<file path="config.mk">
export PLATFORM = sky130hd
export DESIGN_NAME = enc_output_framer
export DESIGN_NICKNAME = d
export VERILOG_FILES = /design/src/rtl/enc_output_framer_pkg.sv /design/src/rtl/enc_skid_fifo.sv /design/src/rtl/enc_output_framer.sv
export SDC_FILE = /design/constraint.sdc
export NUM_CORES = 1
export LEC_CHECK = 0
export ABC_CLOCK_PERIOD_IN_PS = 4500
export CORE_MARGIN = 1
export CORE_UTILIZATION = 59
export DETAILED_ROUTE_END_ITERATION = 12
export PLACE_DENSITY_LB_ADDON = 0.3
export RECOVER_POWER = 100
export SYNTH_ARGS = -nofsm -noshare
export SYNTH_HDL_FRONTEND = slang
export SYNTH_HIERARCHICAL = 1
export SYNTH_SLANG_ARGS = --single-unit
</file>
<file path="constraint.sdc">
create_clock -name clock -period 4.5 [get_ports clock]
set_input_delay 0.45 -clock clock [delete_from_list [all_inputs] [get_ports clock]]
set_output_delay 0.45 -clock clock [all_outputs]
set_load 0.005 [all_outputs]
</file>
<file path="src/rtl/enc_output_framer_pkg.sv">
// Shared types and constants for the encoder output framer and its skid FIFO.
package enc_output_framer_pkg;

   typedef enum logic [1:0] {
      ST_IDLE = 2'd0,
      ST_DATA = 2'd1,
      ST_TAIL = 2'd2,
      ST_DONE = 2'd3
   } state_t;

   localparam int DATA_BEATS_1056    = 132;
   localparam int DATA_BEATS_6144    = 768;
   localparam int TAIL_BEATS_DEFAULT = 2;
   localparam int FIFO_ENTRY_W       = 27;
   localparam int BEAT_CNT_W         = 10;

   typedef struct packed {
      logic [23:0] data;
      logic        sof;
      logic        eof;
      logic        tail;
   } fifo_entry_t;

   function automatic logic [BEAT_CNT_W-1:0] data_beats(input logic bs);
      return bs ? BEAT_CNT_W'(DATA_BEATS_6144) : BEAT_CNT_W'(DATA_BEATS_1056);
   endfunction

endpackage

</file>
<file path="src/rtl/enc_skid_fifo.sv">
// Output skid FIFO: combinational read of the head entry, push accepted on full
// when a pop happens in the same cycle, synchronous flush.
module enc_skid_fifo #(
   parameter int WIDTH = 27,
   parameter int DEPTH = 8
) (
   input  logic             clock,
   input  logic             reset_n,
   input  logic             flush,
   input  logic             push,
   input  logic [WIDTH-1:0] wr_data,
   input  logic             pop,
   output logic [WIDTH-1:0] rd_data,
   output logic             full,
   output logic             empty
);

   localparam int AW = $clog2(DEPTH);

   logic [WIDTH-1:0] mem [DEPTH];
   logic [AW:0]      wr_ptr_q, wr_ptr_d;
   logic [AW:0]      rd_ptr_q, rd_ptr_d;
   logic             do_pop;
   logic             do_push;

   // Pointers carry one extra wrap bit to tell full from empty.
   assign empty   = (wr_ptr_q == rd_ptr_q);
   assign full    = (wr_ptr_q[AW] != rd_ptr_q[AW]) &&
                    (wr_ptr_q[AW-1:0] == rd_ptr_q[AW-1:0]);
   assign do_pop  = pop & ~empty;
   assign do_push = push & (~full | do_pop);

   always_comb begin
      wr_ptr_d = wr_ptr_q;
      rd_ptr_d = rd_ptr_q;
      if (flush) begin
         wr_ptr_d = '0;
         rd_ptr_d = '0;
      end else begin
         if (do_push) wr_ptr_d = wr_ptr_q + {{AW{1'b0}}, 1'b1};
         if (do_pop)  rd_ptr_d = rd_ptr_q + {{AW{1'b0}}, 1'b1};
      end
   end

   always_ff @(posedge clock or negedge reset_n) begin
      if (!reset_n) begin
         wr_ptr_q <= '0;
         rd_ptr_q <= '0;
      end else begin
         wr_ptr_q <= wr_ptr_d;
         rd_ptr_q <= rd_ptr_d;
      end
   end

   always_ff @(posedge clock) begin
      if (do_push && !flush) mem[wr_ptr_q[AW-1:0]] <= wr_data;
   end

   assign rd_data = empty ? '0 : mem[rd_ptr_q[AW-1:0]];

endmodule

</file>
<file path="src/rtl/enc_output_framer.sv">
// Frames encoder beats (data then tail) into flagged 24-bit words through a skid FIFO.
module enc_output_framer
   import enc_output_framer_pkg::*;
#(
   parameter int FIFO_DEPTH = 8,
   parameter int TAIL_BEATS = TAIL_BEATS_DEFAULT
) (
   input  logic        clock,
   input  logic        reset_n,
   input  logic        start,
   input  logic        blocksize,
   input  logic        in_valid,
   input  logic [7:0]  xk_in,
   input  logic [7:0]  zk_in,
   input  logic [7:0]  zk_prime_in,
   input  logic        out_ready,
   output logic        out_valid,
   output logic [23:0] out_data,
   output logic        out_sof,
   output logic        out_eof,
   output logic        out_tail,
   output logic        busy,
   output logic        frame_done,
   output logic        overflow,
   output logic        extra_beat
);

   state_t                 state_q, state_d;
   logic [BEAT_CNT_W-1:0]  cnt_q, cnt_d;
   logic                   bs_q, bs_d;
   logic                   overflow_q, overflow_d;
   logic                   extra_q, extra_d;
   logic                   frame_done_q, frame_done_d;

   logic                   in_frame;
   logic                   beat_in_frame;
   logic                   last_data;
   logic                   last_tail;
   logic                   fifo_full;
   logic                   fifo_empty;
   logic                   fifo_pop;
   fifo_entry_t            wr_entry;
   fifo_entry_t            rd_entry;
   logic [FIFO_ENTRY_W-1:0] rd_bits;

   assign in_frame      = (state_q == ST_DATA) || (state_q == ST_TAIL);
   assign beat_in_frame = in_valid & ~start & in_frame;
   assign last_data     = (cnt_q == data_beats(bs_q) - BEAT_CNT_W'(1));
   assign last_tail     = (cnt_q == BEAT_CNT_W'(TAIL_BEATS - 1));
   assign fifo_pop      = out_ready & ~fifo_empty;

   always_ff @(posedge clock or negedge reset_n) begin
      if (!reset_n) state_q <= ST_IDLE;
      else          state_q <= state_d;
   end

   always_comb begin
      state_d = state_q;
      if (start) begin
         state_d = ST_DATA;
      end else begin
         case (state_q)
            ST_DATA: if (in_valid && last_data) state_d = ST_TAIL;
            ST_TAIL: if (in_valid && last_tail) state_d = ST_DONE;
            ST_DONE: if (fifo_empty)            state_d = ST_IDLE;
            default: state_d = state_q;
         endcase
      end
   end

   always_comb begin
      busy      = in_frame;
      out_valid = ~fifo_empty;
      rd_entry  = rd_bits;
      out_data  = rd_entry.data;
      out_sof   = rd_entry.sof;
      out_eof   = rd_entry.eof;
      out_tail  = rd_entry.tail;
   end

   // The counter advances on every in-frame beat, dropped or not, so framing never slips.
   always_comb begin
      cnt_d        = cnt_q;
      bs_d         = bs_q;
      overflow_d   = overflow_q;
      extra_d      = extra_q;
      frame_done_d = 1'b0;
      if (start) begin
         cnt_d      = '0;
         bs_d       = blocksize;
         overflow_d = 1'b0;
         extra_d    = 1'b0;
      end else begin
         if (beat_in_frame) begin
            if (((state_q == ST_DATA) && last_data) || ((state_q == ST_TAIL) && last_tail))
               cnt_d = '0;
            else
               cnt_d = cnt_q + BEAT_CNT_W'(1);
            if (fifo_full && !out_ready) overflow_d = 1'b1;
         end
         if (in_valid && !in_frame) extra_d = 1'b1;
         frame_done_d = beat_in_frame && (state_q == ST_TAIL) && last_tail;
      end
   end

   always_ff @(posedge clock or negedge reset_n) begin
      if (!reset_n) begin
         cnt_q        <= '0;
         bs_q         <= 1'b0;
         overflow_q   <= 1'b0;
         extra_q      <= 1'b0;
         frame_done_q <= 1'b0;
      end else begin
         cnt_q        <= cnt_d;
         bs_q         <= bs_d;
         overflow_q   <= overflow_d;
         extra_q      <= extra_d;
         frame_done_q <= frame_done_d;
      end
   end

   always_comb begin
      wr_entry.data = {xk_in, zk_in, zk_prime_in};
      wr_entry.sof  = (state_q == ST_DATA) && (cnt_q == '0);
      wr_entry.eof  = (state_q == ST_TAIL) && last_tail;
      wr_entry.tail = (state_q == ST_TAIL);
   end

   assign frame_done = frame_done_q;
   assign overflow   = overflow_q;
   assign extra_beat = extra_q;

   enc_skid_fifo #(
      .WIDTH (FIFO_ENTRY_W),
      .DEPTH (FIFO_DEPTH)
   ) u_fifo (
      .clock   (clock),
      .reset_n (reset_n),
      .flush   (start),
      .push    (beat_in_frame),
      .wr_data (wr_entry),
      .pop     (fifo_pop),
      .rd_data (rd_bits),
      .full    (fifo_full),
      .empty   (fifo_empty)
   );

endmodule

</file>
==> impl_metrics.yaml <==
synth:
  synthFlopType: "edfxtp_1"
  yosysSeqAreaShare_pct: 72.0
  yosysUniqueCellTypes: 53
  syn_area_per_cell_sq_um: 18.6
  synth_area_sq_um: 9840
  yosys_warnings: 6
  ys_seq_elements: 240
  synth_nets: 566
  synth_edf_count: 216
  synth_top_area_share_pct: 65.9
  synthArstFlopShare_pct: 10.0
  synth.area.top_cells: "edfxtp_1 66%, mux4_2 12%, dfrtp_1 6.1%"
  syn-instance-count: 528
  synth_top_area_cell: "edfxtp_1"
placed_design:
  place_area_sq_um: 10800
  io_buffers: 61
  place_hpwl_mm: 10.9
  place.gp.congestion: 0.810
  pre_cts_slack_ns: 1.35
  placedCellCount: 799
power_and_ir_drop:
  p_leak_nw: 3.74
  irDropWorstVdd_mv: 0.293
  powerDensity_nw_per_um2: 422
setup_path:
  crit_buf_inv: 2
  arrival_ns: 3.46
  r2r-end: "u_fifo/mem[2][9]$_DFFE_PP_"
  r2r_slack_ns: 0.64
  crit_required_ns: 4.05
  r2r_start: "u_fifo/rd_ptr_q[2]$_DFFE_PN0P_"
  reg2reg_depth: 7
  critPathMaxFanout: 31
  worst_setup_path_start_kind: "register"
  crit_cells: 5
  path_class: "register to output port"
  cp_top_family: "buffers and inverters"
  cp_slowest_stage_delay_ns: 1.05
  slowest_stage: "dfrtp_2"
  crit_chain: "xor2_1 -> nor4_1 -> buf_4 -> nor2_1 -> dlygate4sd3_1"
  worstSetupStartpoint: "u_fifo/rd_ptr_q[2]$_DFFE_PN0P_"
  cp-endpoint: "out_data[20]"
  end_kind: "output port"
route:
  drc: 0
  vias_per_cell: 6.14
  drtPass1Iterations: 5
  drt_iter0_markers: 363
  post_drt_wl_per_cell_um: 22.8
  drt_wl_total_mm: 19.1
  postRouteAntennaNets: 0
  vias: 5143
timing:
  hold_viol_final: 0
  setup_slack_ns: 0.589
  skew_ns: 0.0125
  period_minus_slack_ns: 3.91
  finalSetupTns_ns: 0
  rsz0062_at_grt: "no"
  worstMarginPinSlew_ns: 1.14
  drv_slew: 0
  post-route-period-util_pct: 86.9
  slew_headroom_pct: 24.0
  finalSetupViolCount: 0
  fmax_mhz: 256
final_layout:
  fin_area_sq_um: 11300
  diodes: 0
  stdcell_count: 837
  final_util_pct: 70.6
  layout.nets: 646
  layout_common_cells: "216 x edfxtp_1, 58 x dlygate4sd3_1, 54 x mux4_2"
  area_growth_pct: 15.3
  layout_commonest_cell: "edfxtp_1"
  drive_above_1_share_pct: 16.7
  seq_area_sq_um: 7090
  multi_input_comb_area_sq_um: 2540
  fillerInstances: 969
flow_run:
  drv_cap: 0
clock_network:
  ctsRootBufferMaster: "clkbuf_16"
  post_cts_buffers: 0
  ctsHoldBuffers: 0
  clk_pin_slew_worst_paths_ns: 0.06
  cts_resized: 0
  cts_htree_levels: 1
  cts_buffer_depth: 3
  insertion_delay_ns: 0.52
  cts_sinks: 240
  tritoncts: "done"
  cts-buffers-inserted: 23
global_routing:
  grt_pass1_vias: 5368
  grt_pass1_wl_mm: 30.2
  grt_max_degree: 39
  antenna_found_initial: 0
  grt_use_total_pct: 23.3
  grt-ovfl-total: 0
run_status:
  outcome: "finished clean"
floorplan:
  die_area_sq_um: 17200
  core_area_sq_um: 16100
  io_pins: 62
  fp.dieW_um: 131
  rows: 46
  die_h_um: 131
  initial_core_util_pct: 61.3
worst_hold_path:
  holdCritPathClass: "register to register"
-- Yosys cell counts (all sizes together) (2+ instances only) --
cell type	instances
and4	3
a22oi	2
nor3	9
mux4	54
nand4	4
a21oi	7
nand3	6
nand2	16
o31ai	3
or3	2
a41oi	3
and3	5
inv	16
o211ai	3
o311ai	6
a31oi	2
nor2	49
xnor2	3
edfxtp	216
clkbuf	6
mux2i	30
xor2	5
ha	8
or4	3
dfrtp	24
o21ai	10
buf	17
nor4	3
nand2b	4
-- registers in the layout (all words and copies together) (netlist names) --
signal           cells
bs_q                 1
u_fifo/rd_ptr_q      4
extra_beat           1
overflow             1
state_q              2
cnt_q               10
u_fifo/mem         216
frame_done           1
u_fifo/wr_ptr_q      4
-- metal layers --
metal | wire (um) | GRT usage (%)
met1 | 8100 | 31.9
met2 | 9550 | 38.4
met3 | 957 | 3.86
met4 | 494 | 8.04
met5 | 0 | 0
-- worst register-to-register path: cells and delay by family, from the launching register on --
kind | cells | cell delay (ns)
compound gates | 1 | 0.36
xor+xnor | 1 | 0.35
buf+inv | 2 | 1.25
flops | 1 | 1.05
simple gates | 3 | 0.45
-- layout make-up --
class	instances	share of cell area (%)
timing repair buffer	78	6.48
inverter	16	0.530
tap	216	2.38
clock buffer	25	5.14
clock inverter	13	0.530
multi-input combinational	249	22.4
sequential	240	62.6
-- metrics by stage --
step	hold slack, ns	total power, mW
3_3_place_gp	0.479	3.17
4_1_cts	0.499	4.89
6_report	0.491	4.79
5_1_grt	0.544	4.96
3_5_place_dp	0.484	3.20
2_1_floorplan	0.154	2.90
-- power breakdown --
part | internal, mW | switching (mW)
sequential | 2.50 | 0.0423
combinational | 0.247 | 0.306
clock | 0.925 | 0.768
-- cell families after synthesis --
logic type | after synthesis | synth area share (%)
buffers and inverters | 39 | 1.73
flip-flops | 240 | 72.0
adder cells (fa/ha/maj) | 8 | 1.02
XOR/XNOR | 8 | 0.865
multiplexers | 85 | 15.5
AO/OA/AOI/OAI | 40 | 3.26
AND/OR/NAND/NOR | 108 | 5.57
-- how the worst min path moves through the flow --
stage                                 startpoint                      to  slack [ns]  depth (start not counted)
after floorplan                          reset_n        bs_q$_DFFE_PN0P_        0.15                          0
after global placement    extra_beat$_DFFE_PN0P_  extra_beat$_DFFE_PN0P_        0.48                          2
after detailed placement  extra_beat$_DFFE_PN0P_  extra_beat$_DFFE_PN0P_        0.48                          2
after CTS                 extra_beat$_DFFE_PN0P_  extra_beat$_DFFE_PN0P_        0.50                          2
after global routing      extra_beat$_DFFE_PN0P_  extra_beat$_DFFE_PN0P_        0.54                          2
final                     extra_beat$_DFFE_PN0P_  extra_beat$_DFFE_PN0P_        0.49                          2
No activity file was read; power rests on OpenSTA's default activity.
